==> src/rtl/noc_pkg.sv <==
// NoC link frame definitions shared by the transmit scheduler and its arbiter.
// Control frame = {1, code, 00, size}; data frame = {0, byte}.
package noc_pkg;

   typedef enum logic [2:0] {
      NOC_CODE_IDLE      = 3'b000,
      NOC_CODE_READ      = 3'b001,
      NOC_CODE_READ_RESP = 3'b010,
      NOC_CODE_WRITE     = 3'b011,
      NOC_CODE_WRITE_RESP= 3'b100,
      NOC_CODE_RSVD      = 3'b101,
      NOC_CODE_MSG       = 3'b110,
      NOC_CODE_END       = 3'b111
   } noc_code_e;

   typedef struct packed {
      logic       ctrl;
      noc_code_e  code;
      logic [1:0] rsvd;
      logic [2:0] size;
   } noc_frame_t;

   typedef enum logic [2:0] {
      ST_IDLE,
      ST_CMD,
      ST_SRC,
      ST_ADDR,
      ST_DATA,
      ST_END
   } tx_state_e;

   localparam noc_frame_t NOC_IDLE_FRAME = '{ctrl: 1'b1, code: NOC_CODE_IDLE, rsvd: 2'b00, size: 3'b000};
   localparam noc_frame_t NOC_END_FRAME  = '{ctrl: 1'b1, code: NOC_CODE_END,  rsvd: 2'b00, size: 3'b000};

   // Non-linear AddrLen encoding: the top codes skip to 7, 8 and 12 bytes.
   function automatic logic [3:0] noc_size_bytes(input logic [2:0] size);
      logic [3:0] n;
      case (size)
         3'd0:    n = 4'd1;
         3'd1:    n = 4'd2;
         3'd2:    n = 4'd3;
         3'd3:    n = 4'd4;
         3'd4:    n = 4'd5;
         3'd5:    n = 4'd7;
         3'd6:    n = 4'd8;
         default: n = 4'd12;
      endcase
      return n;
   endfunction

   function automatic noc_frame_t noc_ctrl_frame(input noc_code_e code, input logic [2:0] size);
      noc_frame_t f;
      f.ctrl = 1'b1;
      f.code = code;
      f.rsvd = 2'b00;
      f.size = size;
      return f;
   endfunction

   function automatic noc_frame_t noc_data_frame(input logic [7:0] b);
      return noc_frame_t'({1'b0, b});
   endfunction

endpackage

==> src/rtl/noc_rr_arb2.sv <==
// Two-way round-robin arbiter; combinational win while enabled, last winner registered.
// No backpressure of its own: requests are only considered when en is high.
module noc_rr_arb2
   import noc_pkg::*;
(
   input  logic clk,
   input  logic rst,
   input  logic en,
   input  logic rd_req,
   input  logic wr_req,
   output logic rd_win,
   output logic wr_win
);

   // Reset to "write served last" so the first tie goes to the read side.
   logic last_wr;

   assign rd_win = en && rd_req && (!wr_req || last_wr);
   assign wr_win = en && wr_req && (!rd_req || !last_wr);

   always_ff @(posedge clk or posedge rst) begin
      if (rst) begin
         last_wr <= 1'b1;
      end else if (rd_win) begin
         last_wr <= 1'b0;
      end else if (wr_win) begin
         last_wr <= 1'b1;
      end
   end

endmodule

==> src/rtl/noc_tx_scheduler.sv <==
// Serializes one read or write packet at a time onto the 9-bit NoC link; grant 1 cycle after request in IDLE.
// Link backpressure holds the current frame; a stalled write payload stalls the packet without idle fill.
module noc_tx_scheduler
   import noc_pkg::*;
#(
   parameter logic [7:0] SRC_ID = 8'h01,
   parameter int         ADDR_W = 8
) (
   input  logic              clk,
   input  logic              rst,
   input  logic              rd_req,
   input  logic [2:0]        rd_size,
   input  logic [ADDR_W-1:0] rd_addr,
   output logic              rd_grant,
   input  logic              wr_req,
   input  logic [2:0]        wr_size,
   input  logic [ADDR_W-1:0] wr_addr,
   output logic              wr_grant,
   input  logic [7:0]        wr_data,
   input  logic              wr_data_valid,
   output logic              wr_data_ready,
   output logic [8:0]        link_data,
   output logic              link_valid,
   input  logic              link_ready,
   output logic              busy
);

   tx_state_e         state;
   noc_frame_t        frame_q;
   logic              frame_vld;
   logic              is_wr;
   logic [2:0]        size_q;
   logic [ADDR_W-1:0] addr_q;
   logic [3:0]        byte_cnt;
   logic              rd_win;
   logic              wr_win;
   logic              xfer;
   logic [2:0]        sel_size;
   logic [ADDR_W-1:0] sel_addr;

   noc_rr_arb2 u_arb (
      .clk    (clk),
      .rst    (rst),
      .en     (state == ST_IDLE),
      .rd_req (rd_req),
      .wr_req (wr_req),
      .rd_win (rd_win),
      .wr_win (wr_win)
   );

   assign sel_size = wr_win ? wr_size : rd_size;
   assign sel_addr = wr_win ? wr_addr : rd_addr;
   assign busy     = (state != ST_IDLE);
   assign xfer     = link_valid && link_ready;

   // Header frames come from a register; payload bytes pass straight through
   // so a valid byte can go out in the same cycle it is offered.
   always_comb begin
      link_valid    = frame_vld;
      link_data     = frame_q;
      wr_data_ready = 1'b0;
      if (state == ST_DATA) begin
         link_valid    = wr_data_valid;
         link_data     = {1'b0, wr_data};
         wr_data_ready = wr_data_valid && link_ready;
      end
   end

   always_ff @(posedge clk or posedge rst) begin
      if (rst) begin
         state     <= ST_IDLE;
         frame_q   <= NOC_IDLE_FRAME;
         frame_vld <= 1'b0;
         is_wr     <= 1'b0;
         size_q    <= 3'd0;
         addr_q    <= '0;
         byte_cnt  <= 4'd0;
         rd_grant  <= 1'b0;
         wr_grant  <= 1'b0;
      end else begin
         rd_grant <= 1'b0;
         wr_grant <= 1'b0;
         case (state)
            ST_IDLE: begin
               if (rd_win || wr_win) begin
                  rd_grant  <= rd_win;
                  wr_grant  <= wr_win;
                  is_wr     <= wr_win;
                  size_q    <= sel_size;
                  addr_q    <= sel_addr;
                  frame_q   <= noc_ctrl_frame(wr_win ? NOC_CODE_WRITE : NOC_CODE_READ, sel_size);
                  frame_vld <= 1'b1;
                  state     <= ST_CMD;
               end
            end
            ST_CMD: begin
               if (xfer) begin
                  frame_q <= noc_data_frame(SRC_ID);
                  state   <= ST_SRC;
               end
            end
            ST_SRC: begin
               if (xfer) begin
                  frame_q <= noc_data_frame(8'(addr_q));
                  state   <= ST_ADDR;
               end
            end
            ST_ADDR: begin
               if (xfer) begin
                  if (is_wr) begin
                     byte_cnt  <= noc_size_bytes(size_q) - 4'd1;
                     frame_vld <= 1'b0;
                     state     <= ST_DATA;
                  end else begin
                     frame_q <= NOC_END_FRAME;
                     state   <= ST_END;
                  end
               end
            end
            ST_DATA: begin
               if (xfer) begin
                  if (byte_cnt == 4'd0) begin
                     frame_q   <= NOC_END_FRAME;
                     frame_vld <= 1'b1;
                     state     <= ST_END;
                  end else begin
                     byte_cnt <= byte_cnt - 4'd1;
                  end
               end
            end
            ST_END: begin
               if (xfer) begin
                  frame_q   <= NOC_IDLE_FRAME;
                  frame_vld <= 1'b0;
                  state     <= ST_IDLE;
               end
            end
            default: begin
               frame_q   <= NOC_IDLE_FRAME;
               frame_vld <= 1'b0;
               state     <= ST_IDLE;
            end
         endcase
      end
   end

endmodule
==> config.mk <==
export PLATFORM = sky130hd
export DESIGN_NAME = noc_tx_scheduler
export DESIGN_NICKNAME = d
export VERILOG_FILES = /design/src/rtl/noc_pkg.sv /design/src/rtl/noc_rr_arb2.sv /design/src/rtl/noc_tx_scheduler.sv
export SDC_FILE = /design/constraint.sdc
export NUM_CORES = 1
export LEC_CHECK = 0
export CAP_MARGIN = 30
export CORE_UTILIZATION = 45
export CTS_CLUSTER_DIAMETER = 80
export DETAILED_ROUTE_END_ITERATION = 8
export GPL_ROUTABILITY_DRIVEN = 0
export GPL_TIMING_DRIVEN = 0
export PLACE_DENSITY = 0.75
export SLEW_MARGIN = 20
export SYNTH_ARGS = -nofsm -noshare
export SYNTH_HDL_FRONTEND = slang
export SYNTH_SLANG_ARGS = --single-unit
==> constraint.sdc <==
create_clock -name clk -period 6.46 [get_ports clk]
set_clock_uncertainty 0.15 [all_clocks]
set_input_delay 0.969 -clock clk [delete_from_list [all_inputs] [get_ports clk]]
set_output_delay 0.969 -clock clk [all_outputs]
set_load 0.03 [all_outputs]
# Word-level counts from Yosys, hierarchy flattened
# Index checks and enable logic that the tools add are counted.
# totals
regBits,32
in_bits,36
wordCells,107
# classes
add_sub_neg,2
eq_ne,21
n_mux,46
n_bitwise,1
reduce_logical,24
# op_table
cell,n
9-bit 2-to-1 mux,9
9-bit one-hot mux with 6 select lines,1
4-bit 2-to-1 mux,7
4-bit one-hot mux with 7 select lines,1
3-bit 2-to-1 mux,8
"2-bit inequality test, second input constant",9
3-bit one-hot mux with 6 select lines,1
"3-bit == test, second input constant",5
1-bit 2-to-1 mux,15
7-bit AND reduction,2
"3-bit by 2-bit == test with 1-bit output, second input constant",4
8-bit 2-to-1 mux,1
4-bit one-hot mux with 2 select lines,1
8-bit AND reduction,1
"4-bit by 1-bit subtractor with 4-bit output, second input constant",2
"3-bit by 1-bit == test with 1-bit output, second input constant",2
1-bit logical AND,6
3-bit logical NOT,2
1-bit one-hot mux with 5 select lines,1
5-bit AND reduction,1
4-bit logical NOT,1
2-bit nonzero test,2
1-bit logical NOT,3
1-bit logical OR,3
6 further kinds,6

# Depth between registers and ports, before layout
# Gate-level depths: netlist of run 1.
# logic_depth
depth_word,9
depth_mapped,9
mapped_depth_nobuf,8

# Cells and area by module
# A second synthesis of run 1 with hierarchy kept.
# hier_totals
hier_cells,222
hier_area_um2,1935.6
# by_module_without_submodules
module,n_inst,cells_per_inst,area_each_um2,seq_area_each_um2
noc_tx_scheduler,1,213,1869.3,777.0
noc_rr_arb2,1,9,66.3,26.3

# Worst setup path before layout of run 1
# No wires, ideal clock.
# synth_path
path_type,reg2out
start,reg state[1]
end,out link_data[0]
arrival_ns,1.671
required_ns,5.341
setup_slack_ns,3.670
path_stages_with_launch,7
cell_sequence,dfrtp_1 buf_6 clkbuf_1 nor3b_2 clkbuf_1 nand2_1 nand2_1
# synth_between
elab_chain_cells,2
# synth_rtl
element,line,rtl
start: declaration,noc_tx_scheduler.sv:28,tx_state_e state;
start signal: assignment,noc_tx_scheduler.sv:71,state <= ST_IDLE;
start signal: assignment,noc_tx_scheduler.sv:93,state <= ST_CMD;
start signal: assignment,noc_tx_scheduler.sv:99,state <= ST_SRC;
3-bit == test,noc_tx_scheduler.sv:62,if (state == ST_DATA) begin
9-bit 2-to-1 mux,noc_tx_scheduler.sv:62,
end: declaration,noc_tx_scheduler.sv:22,"output logic [8:0] link_data,"
# No other way between the ends.

# Final worst setup path of run 1
# layout_path
start,reg state[2]
end,out link_data[2]
# Same word-level chain as after synthesis.

==> impl.org, run 1 <==
** Logic synthesis
- Synthesis inferred 32 register bits.
- After synthesis, flip-flops and latches occupy 43.1% of the total area.
- Counting distinct cell types in the post-synthesis netlist gives 48.
- Cell taking the most area after synthesis :: dfrtp_1
- Sorting the synthesized cells by how often they occur yields nand2_1 (45), dfrtp_1 (30), o21ai_0 (15).
- Asr flop ratio synth :: between 90% and 100%
- Top cells by area, synth :: dfrtp_1 (40%), nand2_1 (9.1%), mux2i_1 (7.5%), mux2_2 (4.2%), o21ai_0 (4.0%)
- In this run the mean area of a mapped cell was 9.19 um2.
- Of the post-synthesis cell area, the dominant cell type holds 40.2%.
- In the synthesized netlist the dominant register cell turns out to be dfrtp_1.
- Combined area of all synthesized cells :: 1870 um2
- Synthesis Warnings :: 0
- The synthesized design contains 0 enable-type register cells.
- Most instantiated library cell after synthesis :: nand2_1
- Counting every instance in the synthesized netlist gives roughly 200.
- When the netlist entered floorplanning its net count stood at 240.

** Clock tree
- TritonCTS built the clock tree.
- In this run the clock root is driven by a clkbuf_8.
- Number of buffers between clock root and the deepest sink :: 2
- After clock tree synthesis, the clock-pin slew on the worst setup and hold paths is approximately 0.07 ns.
- Hold buffer count at CTS :: 0
- Clock tree synthesis inserted a total of 5 buffers.
- Number of gates resized after cts :: 0
- The H-tree was split into 2 levels.
- Counting every sink on the clock net gives 32.
- Worst skew pair latency :: 0.29 ns
- The number of setup buffers added after CTS is 0.

** STA
- The worst path meets setup with 2.43 ns of slack.
- Final max-slew violation count :: 0
- Setup repair after global routing left no endpoint under its margin.
- Derived from the worst setup path, the maximum achievable clock frequency is 248 MHz.
- Measured against its own limit, the worst slew margin works out to 41.0%.
- Setup violations remaining at the end of the flow were counted as 0.
- Hold Vio Cnt, Final :: 0
- Final total negative setup slack :: 0 ns
- At the pin with the least slew margin, the transition time is between 0.8 and 0.9 ns.
- Of the available clock period, the critical path in the final layout requires 62.4%.
- Final critical-path required period :: around 4.0 ns

** Floorplan
- Horizontal die dimension :: between 60 and 70 um
- # rows :: 23
- Boundary pin count :: 50
- Once the floorplan was initialized, standard cells occupied 46.6% of the core.
- The floorplan step defined a die boundary enclosing roughly 4400 um2.
- The core region is about 4000 um2.
- The floorplan step set the die height to 66.4 um.

** Routing
- Final routed DRC violation total :: 0
- Wire length reported by the detailed router :: 4190 um
- Once detail routing completed, the nets flagged for antenna violations numbered 0.
- After the first detailed-routing iteration, the DRC count stood at 100.
- In the final routed layout, each cell accounts on average for 13.5 um.
- Vias per cell :: between 5 and 6
- For this block, the via count after detailed routing is 1,640.
- TritonRoute pass-1 iters :: 4

** Pwr
- Power spread over the standard cell area amounts to 515 nW/um2.
- Across the VDD grid, the largest voltage drop is between 0.2 and 0.3 mV.
- Total power consumption of the routed design :: about 0.0013 W
- For this design the static power due to leakage is 1.14 nW.

** Global routing
- Routing usage on met1 :: between 30% and 40%
- Initial antenna violation count :: 0
- The first global-routing pass estimated 7040 um of wire.
- For this run, the total global-route usage over all layers was measured as 21.9%.
- Global routing finished with a remaining overflow of 0.
- Via count of the first global-routing pass :: 1,480
- Met2 Usage GRT :: 32.4%
- Most used routing layer in global routing :: met2
- Pin count of the biggest net entering global routing :: 33
- Global-route track usage on met3 :: 6.03%

** Setup path
- Tracing the worst setup path back leads to its startpoint at state[2].
- STA classifies the critical path startpoint as a register.
- Length in cells of the worst reg-to-reg path :: 7
- STA classifies the critical path endpoint as an output pin.
- Setup slack on the worst reg-to-reg path comes out at between 3 and 4 ns.
- In this run the worst path has a maximum fanout of 10.
- Worst setup endpoint :: link_data[2]
- Reg-to-Reg End :: byte_cnt[2]
- Category of the critical setup timing path :: reg -> out
- Reg-to-Reg Start :: state[2]
- Worst EP required :: 5.34 ns
- CP Data Arrival Time :: 2.91 ns

** Hold path
- The worst hold path belongs to the class reg -> reg.

** Run status
- Outcome :: complete, no violations

** Cells and area
- Number of diodes :: 0
- In the final layout, the share of cells above drive strength 1 is about an eighth.
- For this run, the post-layout net count is ~300.
- Once layout is done, the placed cells without fillers occupy approximately 2500 um2.
- Area growth syn-to-layout :: 36.4%
- Final core utilization :: 63.6%

** Placed design
- I/O Buffers :: 49
- Post-Place Cell Area :: roughly 2400 um2
- DP HPWL :: 3110 um
- Worst setup timing slack at the placement stage :: 2.74 ns

** Job
- Across the run, the number of max-cap violations was 0.
cells by family (layout without fill, tap and decap cells):
| family | Yosys count | in the layout | share of synthesized area [%] |
|---|---|---|---|
| AOI/OAI and AO/OA | 52 | 52 | 19.3 |
| xor gates and xnor gates | 2 | 2 | 0.939 |
| adders and majority gates | 1 | 1 | 0.671 |
| buffers and inverters | 17 | 74 | 4.43 |
| DFF | 32 | 32 | 43.1 |
| muxes | 22 | 22 | 12.5 |
| and+or+nand+nor | 77 | 77 | 19.1 |
layout by cell type, fill, tap and decap left out, types with 3 or more instances in the layout:
cell              n
clkdlybuf4s50_1  49
mux2i_1          14
o21ai_0          15
nor2_1           10
nand2_1          45
inv_1             5
clkbuf_1          7
mux2_2            7
or2_2             4
a21oi_1           7
a221oi_1          3
clkbuf_8          7
o31ai_1           5
dfrtp_1          30
o22ai_1           3
a31oi_1           3
power breakdown:
| group | leakage, nW | internal (W) | switching (W) |
|---|---|---|---|
| sequential | 0.396 | 0.000299 | 0.0000610 |
| combinational | 0.684 | 0.000327 | 0.000410 |
| clock | 0.0645 | 0.000136 | 0.0000774 |
| total | 1.14 | 0.000763 | 0.000549 |
registers in the layout (all words and copies together), names as in the netlist, 3 cells and up:
| signal | count |
|---|---|
| frame_q | 9 |
| size_q | 3 |
| state | 3 |
| addr_q | 8 |
| byte_cnt | 4 |
layer usage:
layer	routed length [um]	share of wire, %
met5	0	0
met2	1870	45
met4	36	0.86
met3	213	5.1
met1	2060	49
layout make-up:
class | count | area [um2]
Fill cell | 346 | 1460
Multi-Input combinational cell | 154 | 980
Sequential cell | 32 | 803
Timing Repair Buffer | 49 | 490
Clock buffer | 7 | 96.3
Tap cell | 50 | 62.6
Buffer | 11 | 60.1
Clock inverter | 1 | 30.0
Inverter | 6 | 22.5
through the flow:
step / hold slack (ns) / instances
2_1_floorplan: 0.300 / 203
3_3_place_gp: 0.311 / 302
3_5_place_dp: 0.320 / 302
4_1_cts: 0.335 / 310
5_1_grt: 0.362 / 310
6_report: 0.336 / 310
worst min-delay path by stage:
stage	from	end	slack [ns]	cells past startpoint
3_3_place_gp	addr_q[3]	addr_q[3]	0.31	2
5_1_grt	addr_q[4]	addr_q[4]	0.36	2
3_5_place_dp	addr_q[3]	addr_q[3]	0.32	2
4_1_cts	addr_q[3]	addr_q[3]	0.33	2
2_1_floorplan	addr_q[3]	addr_q[3]	0.30	2
6_report	addr_q[3]	addr_q[3]	0.34	2
worst max-delay path: stages (launching register included):
cell and delay, ns:
dfrtp_1 0.43, clkbuf_1 0.34, nor3b_2 0.54, clkbuf_1 0.47, nand2_1 0.11, nand2_1 0.07
clkdlybuf4s50_1 0.66
Power figures use the tool's default switching activity.
==> inputs of run 2 (changes only) <==
--- a/config.mk
+++ b/config.mk
@@ -6,12 +6,12 @@
 export NUM_CORES = 1
 export LEC_CHECK = 0
 export CAP_MARGIN = 30
-export CORE_UTILIZATION = 45
+export CORE_UTILIZATION = 44
 export CTS_CLUSTER_DIAMETER = 80
 export DETAILED_ROUTE_END_ITERATION = 8
 export GPL_ROUTABILITY_DRIVEN = 0
 export GPL_TIMING_DRIVEN = 0
-export PLACE_DENSITY = 0.75
+export PLACE_DENSITY = 0.77
 export SLEW_MARGIN = 20
 export SYNTH_ARGS = -nofsm -noshare
 export SYNTH_HDL_FRONTEND = slang
==> constraint.sdc (replaced) <==
create_clock -name clk -period 3.4 [get_ports clk]
set_clock_uncertainty 0.15 [all_clocks]
set_input_delay 0.51 -clock clk [delete_from_list [all_inputs] [get_ports clk]]
set_output_delay 0.51 -clock clk [all_outputs]
set_load 0.03 [all_outputs]
==> run 2 against run 1 <==
Cell count up 1.3%. Register-to-register slack worse by 2.8 ns. Sequential share of layout area about the same. Sequential power up 91%. Clock power up 44%. Die area up 2.2%. Critical path type unchanged. Worst hold slack about the same. Cell area about the same. Core utilization down 0.39 points. Sequential cell count unchanged. Via count up 5.0%.
==> impl.org, run 2 (synthesis gave the netlist of run 1 again) <==
** Floorplan
- The die span in x was 67.1 um (+1.1%).
- Height of the chip :: 67.1 um (+1.1%)
- The full die area was 4500 um2 (+2.2%).
- The core footprint was 4030 um2 (+0.72%).
- # rows :: 23 (unchanged)
- The initial core utilization was 46.3% (-0.33 points).
- The top-level port count came to 50 (unchanged).

** Setup path
- The biggest fanout along the worst timing path came to 10 (unchanged).
- STA classifies the critical path startpoint as a register.
- CP Data Arrival Time :: 2.51 ns (-0.40 ns)
- The worst path required time was 2.74 ns (-2.60 ns).
- The critical path is of the reg -> out type.
- STA classifies the critical path endpoint as an output pin.

** Global routing
- The total congestion overflow came to 0 (unchanged).
- The maximum number of pins on one net before global-route repair was 33 (unchanged).
- GRT Overall Usage :: 22.8% (+0.89 points)
- Initial antenna violation count :: 0 (unchanged)
- The number of global-route vias before repair was 1,632 (+10%).
- The first-pass GRT wire length is 7590 um (+7.8%).

** Clock tree
- Hold buffer count at CTS :: 0 (unchanged)
- Number of clock buffers inserted by TritonCTS :: 5 (unchanged)
- Clock Pin Slew Worst Setup and Hold Paths :: 0.07 ns (about the same)
- The clock latency on the worst-skew pair is 0.28 ns (about the same).
- The number of buffers between clock root and the deepest sink was 2 (unchanged).
- Number of levels the H-tree was split into :: 2 (unchanged)
- The tree is rooted in a clkbuf_8.
- CTS tree :: yes
- Total number of clock tree sinks :: 32 (unchanged)

** STA
- Least-Margin Pin Slew :: 0.943 ns (+0.0586 ns)
- Normalized max-slew margin :: 37.1% (-3.9 points)
- The total negative slack is 0 ns (unchanged).
- The final worst-path setup slack came to 0.232 ns (-2.20 ns).
- Count of endpoints failing setup in the final report :: 0 (unchanged)
- Final max-slew violation count :: 0 (unchanged)
- Dividing the final minimum period by the clock period gives roughly 93%.
- Setup repair after global routing missed its margin :: no
- The final hold violation count is 0 (unchanged).
- Derived from the worst setup path, the maximum achievable clock frequency is 316 MHz.
- Final critical-path required period :: approximately 3.2 ns

** Pwr
- IR drop worst, VDD :: 0.462 mV (+62%)
- The switching power summed over all nets came to 0.00106 W (+94%).
- Fraction of power spent switching nets :: 43.7% (+1.8 points)
- The sequential cell fraction of total power is 28.2% (+0.7 points).
- Clock share of power :: 12.6% (-3.7 points)
- Internal :: 0.00137 W (+80%)
- Power per cell area :: 956 nW/um2 (+86%)
- The relative contribution of combinational cells to total power was 59.2% (+3.0 points).
- Leakage :: 1.16 nW (+1.1%)

** Cells and area
- Number of diodes :: 0 (unchanged)
- The register with the most flip-flops in the final layout is frame_q.
- Layout cells sized above 1 :: 13.6% (+1.3 points)
- Flip-flop count of the largest register after layout :: 9 (unchanged)
- The largest registers in the layout are frame_q (9), addr_q (8), byte_cnt (4).
- Layout filler cell count :: 361 (+4.3%)
- The library cells used most frequently in the layout, excluding fill and tap cells, are clkdlybuf4s50_1 (49), nand2_1 (45), dfrtp_1 (30), o21ai_0 (15), mux2i_1 (14).
- Commonest non-fill, non-tap cell in the layout :: clkdlybuf4s50_1
- Total Nets Final :: 300 (+1.4%)
- Area growth syn-to-layout :: 36.6% (about the same)

** Routing
- Wire length reported by the detailed router :: 4530 um (+8.2%)
- Final routed DRC violation total :: 0 (unchanged)
- The antenna violation net count after detailed routing is 0 (unchanged).
- The vias per cell is 5.48 (+3.7%).
- The total via count in the routed design is 1,722 (+5.0%).
- Post-detailed-route wirelength per cell :: 14.4 um (+6.9%)
- Starting DRC count in detailed routing :: 156 (+56%)
- The first-pass iteration count of the detailed router is 4 (unchanged).

** Hold path
- Classification of the worst-slack hold path :: reg -> reg

** Placed design
- The placement-stage worst setup slack came to 0.153 ns (-2.59 ns).
- The half-perimeter wire length of the detailed placement result was 3160 um (+1.5%).
- The number of port buffers came to 49 (unchanged).

** Run status
- Outcome :: complete, no violations

** Job
- The max-cap check violation count is 0 (unchanged).
[run 2: cell count changes in the layout (fill, tap and decap cells not counted)]
cell / previous run / this run
clkbuf_2: 0 / 2
nor3b_4: 0 / 1
bufinv_16: 1 / 0
clkbuf_8: 7 / 6
nor3b_2: 1 / 0
buf_4: 1 / 5
[run 2: repair_timing]
item / CTS / global route
resized for setup: 2 / 2
endpoints found under the hold margin: 0 / 0
setup buffers: 0 / 4
endpoints found under the setup margin: 9 / 9
cloned: 0 / 0
pin swaps: 0 / 1
[run 2: layer usage]
layer / global-route usage [%] / share of wire, %
met3: 6.34 / 6.7
met4: 7.71 / 1.3
met1: 29.4 / 44
met2: 36.5 / 48
met5: 0 / 0
[run 2: path summary, 6_finish.rpt]
kind	depth (start not counted)	end	slack, ns	from
min in group asynchronous	2	frame_vld	0.50	rst
min	2	addr_q[6]	0.34	addr_q[6]
max in group asynchronous	2	addr_q[4]	2.17	rst
max reg2reg	10	byte_cnt[2]	0.81	state[1]
min reg2reg	2	addr_q[6]	0.34	addr_q[6]
max	7	link_data[2]	0.23	state[1]
[run 2: layout make-up]
| cell class | instances | area (um2) | area share, % |
|---|---|---|---|
| Buffer | 11 | 62.6 | 2.46 |
| Clock buffer | 8 | 90.1 | 3.54 |
| Inverter | 6 | 22.5 | 0.884 |
| Multi-Input combinational cell | 154 | 986 | 38.7 |
| Sequential cell | 32 | 803 | 31.5 |
| Tap cell | 50 | 62.6 | 2.46 |
| Timing Repair Buffer | 53 | 520 | 20.4 |
[run 2: critical path, cell delays in order, from the launching register on]
cell,delay [ns]
dfrtp_1,0.37
buf_6,0.13
clkbuf_1,0.26
nor3b_4,0.34
clkbuf_2,0.29
nand2_1,0.09
nand2_1,0.07
clkdlybuf4s50_1,0.66
[run 2: power by group through the flow]
stage	logic [W]	clock network, W	registers (W)
6_report	0.00144	0.000306	0.000688
5_1_grt	0.00159	0.000323	0.000715
4_1_cts	0.00142	0.000305	0.000685
3_5_place_dp	0.00140	0	0.000691
3_3_place_gp	0.00137	0	0.000684
2_1_floorplan	0.00100	0	0.000673
[run 2: per-stage QoR]
step                      instances  cell area [um2]  power [W]  util (%)  hold WS [ns]
after global routing            314             2550    0.00262      63.2         0.370
final                           314             2550    0.00244      63.2         0.336
after global placement          302             2420    0.00206      60.0         0.311
after floorplan                 203             1870    0.00168         -         0.300
after CTS                       310             2520    0.00241      62.5         0.337
after detailed placement        302             2420    0.00209      60.0         0.323
